`src/rtl/cipher_round_ctrl_if.sv`:
```
// Handshake and datapath-control bundle between the AES-128 round controller and its environment.
// master = requester/datapath side, slave = controller side.
interface cipher_round_ctrl_if;
  logic       start_valid;
  logic       start_ready;
  logic       hold;
  logic       out_valid;
  logic       out_ready;
  logic       state_load;
  logic       key_load;
  logic       round_en;
  logic       mix_en;
  logic       key_step;
  logic [7:0] rcon;
  logic [3:0] round;
  logic       busy;

  modport master (
    output start_valid, hold, out_ready,
    input  start_ready, out_valid, state_load, key_load, round_en, mix_en,
           key_step, rcon, round, busy
  );

  modport slave (
    input  start_valid, hold, out_ready,
    output start_ready, out_valid, state_load, key_load, round_en, mix_en,
           key_step, rcon, round, busy
  );
endinterface

```
`src/rtl/cipher_round_ctrl.sv`:
```
// AES-128 round sequencer: one round per cycle, ciphertext valid 11 cycles after accept (+1 per hold cycle).
// hold freezes rounds; the result is held in DONE until out_ready, and new requests wait until IDLE.
module cipher_round_ctrl #(
  parameter int ROUNDS = 10
) (
  input logic                clk,
  input logic                rst,
  cipher_round_ctrl_if.slave bus
);

  generate
    if (ROUNDS != 10) begin : g_rounds_check
      $error("cipher_round_ctrl: only ROUNDS=10 (AES-128) is supported");
    end
  endgenerate

  localparam logic [3:0] LAST_ROUND = 4'(ROUNDS);

  typedef enum logic [1:0] {
    S_IDLE  = 2'd0,
    S_ROUND = 2'd1,
    S_DONE  = 2'd2
  } state_t;

  state_t     r_state;
  state_t     w_state_nxt;
  logic [3:0] r_round;
  logic [3:0] w_round_nxt;
  logic [7:0] r_rcon;
  logic [7:0] w_rcon_nxt;
  logic       w_accept;

  function automatic logic [7:0] xtime(input logic [7:0] b);
    return {b[6:0], 1'b0} ^ (b[7] ? 8'h1B : 8'h00);
  endfunction

  always_ff @(posedge clk or posedge rst) begin
    if (rst) begin
      r_state <= S_IDLE;
      r_round <= 4'd0;
      r_rcon  <= 8'h01;
    end else begin
      r_state <= w_state_nxt;
      r_round <= w_round_nxt;
      r_rcon  <= w_rcon_nxt;
    end
  end

  always_comb begin
    w_state_nxt     = r_state;
    w_round_nxt     = r_round;
    w_rcon_nxt      = r_rcon;
    w_accept        = 1'b0;
    bus.start_ready = 1'b0;
    bus.out_valid   = 1'b0;
    bus.round_en    = 1'b0;
    bus.key_step    = 1'b0;
    bus.mix_en      = 1'b0;
    bus.rcon        = 8'h00;
    bus.busy        = 1'b0;

    case (r_state)
      S_IDLE: begin
        bus.start_ready = 1'b1;
        w_accept        = bus.start_valid;
        if (bus.start_valid) begin
          w_state_nxt = S_ROUND;
          w_round_nxt = 4'd1;
          w_rcon_nxt  = 8'h01;
        end
      end
      S_ROUND: begin
        bus.busy   = 1'b1;
        bus.mix_en = (r_round != LAST_ROUND);
        bus.rcon   = r_rcon;
        // hold only gates the step strobes; the Moore outputs stay put
        if (!bus.hold) begin
          bus.round_en = 1'b1;
          bus.key_step = 1'b1;
          w_rcon_nxt   = xtime(r_rcon);
          if (r_round == LAST_ROUND) begin
            w_state_nxt = S_DONE;
          end else begin
            w_round_nxt = r_round + 4'd1;
          end
        end
      end
      S_DONE: begin
        bus.busy      = 1'b1;
        bus.out_valid = 1'b1;
        if (bus.out_ready) begin
          w_state_nxt = S_IDLE;
          w_round_nxt = 4'd0;
        end
      end
      default: begin
        w_state_nxt = S_IDLE;
        w_round_nxt = 4'd0;
      end
    endcase

    bus.state_load = w_accept;
    bus.key_load   = w_accept;
    bus.round      = r_round;
  end

endmodule
```
`src/flat_wrapper.sv`:
```
// flat-port wrapper written by rule: the top's interface ports become plain ports
module cipher_round_ctrl_flat 
#(
  parameter int ROUNDS = 10
)
  (clk, rst, bus_start_valid, bus_hold, bus_out_ready, bus_start_ready, bus_out_valid, bus_state_load, bus_key_load, bus_round_en, bus_mix_en, bus_key_step, bus_rcon, bus_round, bus_busy);
  cipher_round_ctrl_if bus_i ();
  input logic clk;
  input logic rst;
  input wire logic [$bits(bus_i.start_valid)-1:0] bus_start_valid;
  input wire logic [$bits(bus_i.hold)-1:0] bus_hold;
  input wire logic [$bits(bus_i.out_ready)-1:0] bus_out_ready;
  output wire logic [$bits(bus_i.start_ready)-1:0] bus_start_ready;
  output wire logic [$bits(bus_i.out_valid)-1:0] bus_out_valid;
  output wire logic [$bits(bus_i.state_load)-1:0] bus_state_load;
  output wire logic [$bits(bus_i.key_load)-1:0] bus_key_load;
  output wire logic [$bits(bus_i.round_en)-1:0] bus_round_en;
  output wire logic [$bits(bus_i.mix_en)-1:0] bus_mix_en;
  output wire logic [$bits(bus_i.key_step)-1:0] bus_key_step;
  output wire logic [$bits(bus_i.rcon)-1:0] bus_rcon;
  output wire logic [$bits(bus_i.round)-1:0] bus_round;
  output wire logic [$bits(bus_i.busy)-1:0] bus_busy;
  assign bus_i.start_valid = bus_start_valid;
  assign bus_i.hold = bus_hold;
  assign bus_i.out_ready = bus_out_ready;
  assign bus_start_ready = bus_i.start_ready;
  assign bus_out_valid = bus_i.out_valid;
  assign bus_state_load = bus_i.state_load;
  assign bus_key_load = bus_i.key_load;
  assign bus_round_en = bus_i.round_en;
  assign bus_mix_en = bus_i.mix_en;
  assign bus_key_step = bus_i.key_step;
  assign bus_rcon = bus_i.rcon;
  assign bus_round = bus_i.round;
  assign bus_busy = bus_i.busy;
  cipher_round_ctrl #(.ROUNDS(ROUNDS)) u_core (.clk(clk), .rst(rst), .bus(bus_i));
endmodule
```
`config.mk`:
```
export PLATFORM = sky130hd
export DESIGN_NAME = cipher_round_ctrl_flat
export DESIGN_NICKNAME = d
export VERILOG_FILES = /design/src/rtl/cipher_round_ctrl_if.sv /design/src/rtl/cipher_round_ctrl.sv /design/src/flat_wrapper.sv
export SDC_FILE = /design/constraint.sdc
export NUM_CORES = 1
export LEC_CHECK = 0
export ABC_AREA = 1
export CAP_MARGIN = 20
export CORE_MARGIN = 2
export CORE_UTILIZATION = 42
export DETAILED_ROUTE_END_ITERATION = 10
export PLACE_DENSITY = 0.74
export SETUP_SLACK_MARGIN = 0.5
export SLEW_MARGIN = 20
export SYNTH_ARGS = -nofsm -noshare
export SYNTH_HDL_FRONTEND = slang
export SYNTH_SLANG_ARGS = --single-unit
```
`constraint.sdc`:
```
create_clock -name clk -period 1.6 [get_ports clk]
set_input_delay 0.48 -clock clk [delete_from_list [all_inputs] [get_ports clk]]
set_output_delay 0.48 -clock clk [all_outputs]
set_load 0.01 [all_outputs]
```
; ---- Word-level counts from Yosys, hierarchy flattened
; Cells that the tools add are included.
[totals]
ff_bits = 14
latchBits = 0
ramBits = 0
romBits = 0
inputBits = 5
output_inout_bits = 20
wordCells = 42
mem_count = 0
[op_classes]
addsub = 1
multipliers = 0
n_div = 0
n_lt_le_gt_ge = 0
eq_ne = 9
shifts = 0
mux = 22
n_bitwise = 1
reduce_logical = 6
[ops]
columns = op, count
row1 = two-way mux 8 bit, 3
row2 = two-way mux 4 bit, 4
row3 = one-hot mux 8 bit (2 select lines), 1
row4 = one-hot mux 4 bit (3 select lines), 1
row5 = two-way mux 2 bit, 4
row6 = "!= test 2 bit, second input constant", 4
row7 = AND reduction 4 bit, 2
row8 = XOR 8 bit, 1
row9 = two-way mux 1 bit, 7
row10 = one-hot mux 2 bit (3 select lines), 1
row11 = two-way mux 5 bit, 1
row12 = "adder 4 x 1 -> 4 bit, second input constant", 1
row13 = "equality test 4 bit, second input constant", 1
row14 = "!= test 4 bit, second input constant", 1
row15 = AND reduction 3 bit, 1
row16 = "equality test 2 x 1 -> 1 bit, second input constant", 1
row17 = "equality test 2 bit, second input constant", 1
row18 = zero test 2 bit, 1
row19 = "!= test 2 x 1 -> 1 bit, second input constant", 1
row20 = nonzero test 2 bit, 1
row21 = OR reduction 2 bit, 1

; ---- Longest topological paths before layout
; Gate-level depths: netlist of the first run.
[logic_depth]
word_depth = 4
ltp_mapped = 8

; ---- Least setup slack after synthesis of the first run
; No wires, ideal clock.
[synth_timing]
path_type = register -> output
startpoint = register u_core.r_state[1]
endpoint = output port bus_round_en
arrival_ps = 1267
required_time_ps = 1120
slack_ps = -147
path_stages_with_launch = 7
path_cell_list = dfrtp_1 inv_1 ha_1 buf_4 inv_2 nor2_1 buf_4
[synth_between]
elab_chain_cells = 2
[synth_rtl]
columns = item, line
row1 = from (decl), cipher_round_ctrl.sv:25  ; state_t r_state;
row2 = from (signal assigned), cipher_round_ctrl.sv:43  ; r_state <= w_state_nxt;
row3 = equality test 2 x 1 -> 1 bit, -
row4 = two-way mux 1 bit, -
row5 = to (decl), flat_wrapper.sv:17  ; output wire logic [$bits(bus_i.round_en)-1:0] bus_round_en;
; Every way passes these cells.

; ---- Worst setup path after layout of the first run
[layout_timing]
startpoint = register u_core.r_state[1]
endpoint = output port bus_out_valid
[layout_between]
elab_chain_cells = 2
[layout_rtl]
columns = item, line
row1 = equality test 2 bit, cipher_round_ctrl.sv:62  ; case (r_state)
row2 = two-way mux 1 bit, cipher_round_ctrl.sv:62
row3 = to (decl), flat_wrapper.sv:14  ; output wire logic [$bits(bus_i.out_valid)-1:0] bus_out_valid;
; Every way passes these cells.

==> results of run 1 <==
worst register-to-register path: stages (launching register included):
cell and delay, ps:
sky130_fd_sc_hd__dfrtp_2 460, sky130_fd_sc_hd__ha_4 200, sky130_fd_sc_hd__buf_6 140, sky130_fd_sc_hd__buf_4 140
sky130_fd_sc_hd__buf_4 140, sky130_fd_sc_hd__nand2_4 110, sky130_fd_sc_hd__nand3_4 120, sky130_fd_sc_hd__inv_4 130
sky130_fd_sc_hd__nand2_4 80, sky130_fd_sc_hd__nand2_1 60, sky130_fd_sc_hd__nand2_1 50
power by group through the flow:
stage / Clock [mW] / Combinational (mW) / Sequential (mW)
2_1_floorplan: 0 / 0.799 / 0.543
3_3_place_gp: 0 / 1.38 / 0.520
3_5_place_dp: 0 / 1.41 / 0.526
4_1_cts: 0.228 / 1.73 / 0.536
5_1_grt: 0.239 / 2.26 / 0.559
6_report: 0.216 / 2.11 / 0.550
layout make-up:
type,count,area share (%)
clock buffers,4,1.57
well taps,28,2.09
multi-input cells,81,36.8
flip-flops and latches,14,21.1
repair buffers,59,33.2
inverters,21,5.15
cells in the final DEF, fill, tap and decap left out, drive strengths merged, types with 4 or more instances in the layout:
cell type and instances:
dfrtp 13, clkbuf 4, nand2 38, clkdlybuf4s50 4, buf 55, o21ai 13, nor2 8, nand3 6
inv 21, ha 7
metal layers:
layer / share of wire [%] / track usage (%) / vias up
li1: - / - / 489
met1: 40 / 23.6 / 471
met2: 55 / 37.7 / 27
met3: 4.0 / 3.51 / 4
met4: 1.3 / 9.46 / 0
met5: 0 / 0 / -
timing repair:
action | CTS | global route
endpoints found under the hold margin | 0 | 0
pin swaps | 7 | 8
setup endpoints to repair | 34 | 34
gates resized for setup | 122 | 39
buffers inserted | 12 | 4
sequential cells by signal, summed over array words and instances, names as in the netlist:
register,flops
u_core.bus.round,4
u_core.r_state,2
u_core.r_rcon,8
worst paths after layout:
check / startpoint / to / cells after the start / slack (ps)
max reg2reg: u_core.r_state[0] / u_core.bus.round[3] / 10 / -130
min in group clk: u_core.r_rcon[1] / u_core.r_rcon[1] / 2 / 530
max in group asynchronous: rst / u_core.r_rcon[0] / 3 / 860
min reg2reg: u_core.r_rcon[1] / u_core.r_rcon[1] / 2 / 530
max: u_core.r_state[1] / bus_out_valid / 5 / -200
min: rst / u_core.r_rcon[7] / 3 / 480
synthesized netlist by cell type (2+ instances only):
| library cell | instances | area (um^2) |
|---|---|---|
| sky130_fd_sc_hd__inv_1 | 19 | 71.3 |
| sky130_fd_sc_hd__nand4_1 | 2 | 12.5 |
| sky130_fd_sc_hd__nand3_1 | 5 | 25.0 |
| sky130_fd_sc_hd__xnor2_1 | 3 | 26.3 |
| sky130_fd_sc_hd__nor2_1 | 7 | 26.3 |
| sky130_fd_sc_hd__o21ai_0 | 8 | 40.0 |
| sky130_fd_sc_hd__dfrtp_1 | 13 | 325 |
| sky130_fd_sc_hd__inv_2 | 2 | 7.51 |
| sky130_fd_sc_hd__o21ai_1 | 5 | 25.0 |
| sky130_fd_sc_hd__ha_1 | 7 | 87.6 |
| sky130_fd_sc_hd__buf_4 | 7 | 52.6 |
| sky130_fd_sc_hd__nand3b_1 | 2 | 15.0 |
| sky130_fd_sc_hd__nand2_1 | 37 | 139 |
through the flow:
| stage | setup TNS, ps | hold slack [ps] |
|---|---|---|
| after CTS | -3590 | 478 |
| after floorplan | 0 | 368 |
| after global placement | -5300 | 475 |
| final | -3430 | 485 |
| after detailed placement | -5920 | 492 |
| after global routing | -4880 | 505 |
cells by family (layout without fill, tap and decap cells):
family	count (synthesis)	in the layout	synth area share (%)
and+or+nand+nor	56	56	25.8
buffers and inverters	30	84	15.8
AOI/OAI and AO/OA	14	14	7.52
DFF	14	14	37.7
adders and majority gates	7	7	9.40
xor gates and xnor gates	4	4	3.76
==> results.txt, run 1 <==
Part of the Yosys area used for sequential elements - 37.7%
Maximum number of pins on one net before global-route repair - 15
Worst setup EP type - primary output
Sink count of the clock tree - 14
Clk root buf - sky130_fd_sc_hd__clkbuf_4
Total power of the final layout - 2.88 mW
Data required time at the worst endpoint - 1120 ps
Proportion of synthesized flip-flops having asynchronous set or reset - 100%
Antenna Diode Count - 0
P_int - 1.63 mW
Ordered list of cells on the worst path - buf_4, buf_6, buf_6, ha_4, buf_6
Library cells used by synthesis - 21
Die Footprint - 2610 um^2
Post-detailed-placement cell area - 1320 um^2
Post-Syn Instances - 125
Final worst slack - -202 ps
Wire length reported by the detailed router - 2660 um
Net count, final - 192
Slowest stage delay, CP - 410 ps
Fraction of final layout cells with drive strength greater than 1 - 59.8%
Post-route cell area - 1680 um^2
Syn avg cell area - 7.46 um^2
Number of buffer and inverter instances along the worst setup path - 4
F_max - 555 MHz
GRT Residual Overflow - 0
Die outline height - 51.1 um
Clock-pin slew of the registers on the worst-case setup and hold paths - 90 ps
Worst Clk Skew - 9.32 ps
Number of filler cells placed in the layout - 145
Number of cell rows - 17
Via count - 991
Placed wire-length estimate - 1580 um
Syn. warnings - 0
Count of pins over their slew limit - 0
Worst IR Drop VDD - 1370 uV
Ratio of final minimum period to clock period - 113%
Least-Margin Pin Slew - 284 ps
Overall die width - 51.1 um
Run status - complete, but fails checks
Flops & latches, synth - 14
Max-capacitance violation count - 0
Placer's final routability congestion estimate - 0.846
Switching Fraction - 43.5%
Most used cell along the critical path - sky130_fd_sc_hd__buf_6
Type of origin of the critical path - flop
Cts bufs inserted - 3
Total area of sequential cells - 354 um^2
Ports - 25
RSZ-0062 raised after global routing - true
Most used flip-flop cell after synthesis - sky130_fd_sc_hd__dfrtp_1
Count of flip-flops with a built-in enable after synthesis - 0
Core area - 2150 um^2
Port buffer count - 24
Portion of total power attributed to combinational logic - 73.4%
Total GRT Usage - 20.8%
Crit path kind - reg -> out
Maximum fanout along the worst path - 2
Endpoints failing hold - 0
Portion of total power attributed to sequential cells - 19.1%
Number of optimization iterations in the first detailed-route pass - 4
Cell family with most CP delay - buffers and inverters
Mapped cell area - 932 um^2
Final count of negative-setup-slack endpoints - 30
Post-detailed-route via-to-cell ratio - 4.79
Count of placed standard cells including taps - 187
Clock tree from TritonCTS - done
Number of global-route vias before repair - 961
DP Worst Slack - -509 ps
Clock Latency Late Sink - 280 ps
DRC violation count after routing - 0
Average wire per cell in the routed design - 12.8 um
Final standard cell utilization of the core - 78.0%
Net switching component of the power - 1.25 mW
P&R area growth vs syn - 79.7%
Data arrival at the endpoint of the critical path - 1320 ps
Starting density of the core - 43.4%
Pwr/cell area - 1720 nW/um^2
Count of antenna-violating nets left after detailed routing - 0
Class of the tightest hold or removal check - in -> async
Net count after synthesis - 137
Standby leakage power - 0.912 nW
Hold buffers post-CTS - 0
Footprint of the multi-input gates - 617 um^2
CTS H-tree lvls - 1
Crit path time final - 1800 ps
Drt first-iter violations - 12
Initial antenna violation count - 0
Failing checks - negative setup slack
Global-route wire length before repair - 4030 um
Critical-path cell with the highest stage delay - sky130_fd_sc_hd__dfrtp_1
Maximum root-to-sink buffer count - 2
Final standard cell count with taps included and fillers excluded - 207
Clock network fraction of design power - 7.5%
Max-slew headroom at the worst pin - 81.0%
No activity file was read; power rests on OpenSTA's default activity.
==> run 2: changes to the inputs <==
--- a/config.mk
+++ b/config.mk
@@ -11,8 +11,10 @@
 export CORE_UTILIZATION = 42
 export DETAILED_ROUTE_END_ITERATION = 10
 export PLACE_DENSITY = 0.74
+export REMOVE_ABC_BUFFERS = 1
 export SETUP_SLACK_MARGIN = 0.5
 export SLEW_MARGIN = 20
 export SYNTH_ARGS = -nofsm -noshare
 export SYNTH_HDL_FRONTEND = slang
 export SYNTH_SLANG_ARGS = --single-unit
+export TNS_END_PERCENT = 100
==> results.txt, run 2 (synthesis gave the netlist of run 1 again) <==
Run status - complete, but fails checks
Failing checks - negative setup slack
Final standard cell count with taps included and fillers excluded - 213 (+2.9%)
Crit path kind - reg -> out
Die outline height - 51.1 um (unchanged)
Starting density of the core - 43.4% (unchanged)
Setup slack of the most critical reg-to-reg path - -60 ps (+70 ps)
Total GRT Usage - 23.3% (+2.5 points)
Clock tree from TritonCTS - done
Net count, final - 198 (+3.1%)
Data arrival at the endpoint of the critical path - 1380 ps (+60 ps)
Max-slew headroom at the worst pin - 84.8% (+3.8 points)
Average wire per cell in the routed design - 16.5 um (+29%)
Ports - 25 (unchanged)
Maximum number of pins on one net before global-route repair - 15 (unchanged)
Worst Clk Skew - 5.85 ps (-3.47 ps)
Wire length reported by the detailed router - 3520 um (+32%)
Number of flip-flops under the largest register name - 8 (unchanged)
Initial antenna violation count - 0 (unchanged)
Count of placed standard cells including taps - 191 (+2.1%)
Slowest stage delay, CP - 410 ps (about the same)
Sink count of the clock tree - 14 (unchanged)
Placer's final routability congestion estimate - 0.780 (-7.8%)
Leading cell type in the layout, fill and taps excluded - sky130_fd_sc_hd__buf_6
Core area - 2150 um^2 (unchanged)
Clk root buf - sky130_fd_sc_hd__clkbuf_4
DP Worst Slack - -497 ps (+12.1 ps)
Ordered list of cells on the worst path - inv_2, ha_4, buf_12, inv_4, nor2_4, buf_2
Number of cell rows - 17 (unchanged)
Overall die width - 51.1 um (unchanged)
Placed wire-length estimate - 1610 um (+2.4%)
Die Footprint - 2610 um^2 (unchanged)
Least-Margin Pin Slew - 227 ps (-56.9 ps)
Destination of the worst register-to-register timing path - u_core.r_rcon[6]
Cell depth of the worst flop-to-flop path - 8 (-2)
Post-detailed-route via-to-cell ratio - 5.08 (+6.2%)
Worst setup EP type - primary output
Class of the tightest hold or removal check - in -> async
Number of optimization iterations in the first detailed-route pass - 4 (unchanged)
Max-capacitance violation count - 0 (unchanged)
Type of origin of the critical path - flop
Count of pins over their slew limit - 0 (unchanged)
Global Route met2 Usage - 44.4% (+6.7 points)
P&R area growth vs syn - 90.9%
Clock-pin slew of the registers on the worst-case setup and hold paths - 100 ps (about the same)
Worst IR Drop VDD - 1360 uV (-1.3%)
Most used routing layer - met2
Number of filler cells placed in the layout - 108 (-26%)
Endpoints failing hold - 0 (unchanged)
Clock Latency Late Sink - 290 ps (about the same)
CTS H-tree lvls - 1 (unchanged)
Setup tns final - -3320 ps (+107 ps)
Leading cell types in the layout, fill and taps excluded - 29 x sky130_fd_sc_hd__buf_6, 23 x sky130_fd_sc_hd__buf_4, 19 x sky130_fd_sc_hd__nand2_1, 12 x sky130_fd_sc_hd__dfrtp_1, 11 x sky130_fd_sc_hd__nand2_2
Total power of the final layout - 3.28 mW (+14%)
Via count - 1083 (+9.3%)
Drt first-iter violations - 31 (+19)
Critical R2R Launch - u_core.r_state[0]
Data required time at the worst endpoint - 1120 ps (about the same)
Hold buffers post-CTS - 0 (unchanged)
Maximum fanout along the worst path - 6 (+4)
Cts bufs inserted - 3 (unchanged)
Maximum root-to-sink buffer count - 2 (unchanged)
F_max - 537 MHz (-3.3%)
Fraction of final layout cells with drive strength greater than 1 - 62.7% (+2.9 points)
GRT Residual Overflow - 0 (unchanged)
Final count of negative-setup-slack endpoints - 20 (-33%)
Port buffer count - 24 (unchanged)
Biggest register - u_core.r_rcon
Pwr/cell area - 1840 nW/um^2 (+7.1%)
Standby leakage power - 0.957 nW (+4.9%)
Final worst slack - -262 ps (-61.0 ps)
Number of global-route vias before repair - 1026 (+6.8%)
Count of antenna-violating nets left after detailed routing - 0 (unchanged)
Crit path time final - 1860 ps (+60.9 ps)
Final standard cell utilization of the core - 82.8% (+4.8 points)
Critical-path cell with the highest stage delay - sky130_fd_sc_hd__dfrtp_1
DRC violation count after routing - 0 (unchanged)
Global-route wire length before repair - 4570 um (+13%)
RSZ-0062 raised after global routing - true
Routing usage on met1 - 25.8% (+2.1 points)
Antenna Diode Count - 0 (unchanged)
Ratio of final minimum period to clock period - 116% (+3.8 points)
GR Util met3 - 2.05% (-1.5 points)
-- run 2: cell count changes in the layout (fill, tap and decap cells not counted), moves of 2 or more --
cell                      change
sky130_fd_sc_hd__o21ai_0      -6
sky130_fd_sc_hd__o21ai_2      +5
sky130_fd_sc_hd__buf_2        +3
sky130_fd_sc_hd__buf_12       +2
sky130_fd_sc_hd__inv_1        +2
-- run 2: cell type report --
type | count | area (um^2) | share of cell area (%)
tap | 28 | 35.0 | 1.97
inverter | 21 | 83.8 | 4.71
multi-input combinational | 81 | 634 | 35.7
timing repair buffer | 65 | 647 | 36.4
sequential | 14 | 353 | 19.8
clock buffer | 4 | 26.3 | 1.48
-- run 2: per-layer routing --
metal	share of wire, %	wire length [um]
met3	2.8	99
met4	2.5	89
met5	0	0
met1	39	1370
met2	56	1960
-- run 2: worst max-delay path by stage --
stage | cells past startpoint | slack, ps | start | endpoint
after detailed placement | 3 | -500 | bus_hold | bus_key_step
final | 6 | -260 | u_core.r_state[1] | bus_key_step
after global routing | 6 | -300 | u_core.r_state[1] | bus_rcon[1]
after CTS | 6 | -230 | u_core.r_state[1] | bus_key_step
after global placement | 4 | -470 | bus_start_valid | bus_key_load
after floorplan | 4 | -100 | u_core.r_state[1] | bus_key_step
-- run 2: what timing repair did --
| action | CTS | global route |
|---|---|---|
| resized for setup | 149 | 35 |
| buffers inserted | 9 | 8 |
| setup endpoints to repair | 34 | 34 |
| cloned | 1 | 0 |
| pin swaps | 10 | 8 |
-- run 2: worst max-delay path, delay by kind of cell, from the launching register on --
| family | cells | cell delay (ps) |
|---|---|---|
| fa+ha+maj | 1 | 200 |
| flops | 1 | 410 |
| simple gates | 1 | 70 |
| buf+inv | 4 | 410 |
-- run 2: per-stage QoR --
step	cell area [um^2]	hold slack, ps
final	1780	493
after global routing	1780	534
after CTS	1610	503
after detailed placement	1340	483
after global placement	1340	472
after floorplan	863	369
-- run 2: where the power goes --
part | total (mW) | leakage, nW | switching (mW) | internal (mW)
Sequential | 0.547 | 0.185 | 0.0926 | 0.454
Clock | 0.229 | 0.0150 | 0.132 | 0.0969
Combinational | 2.50 | 0.757 | 1.19 | 1.31
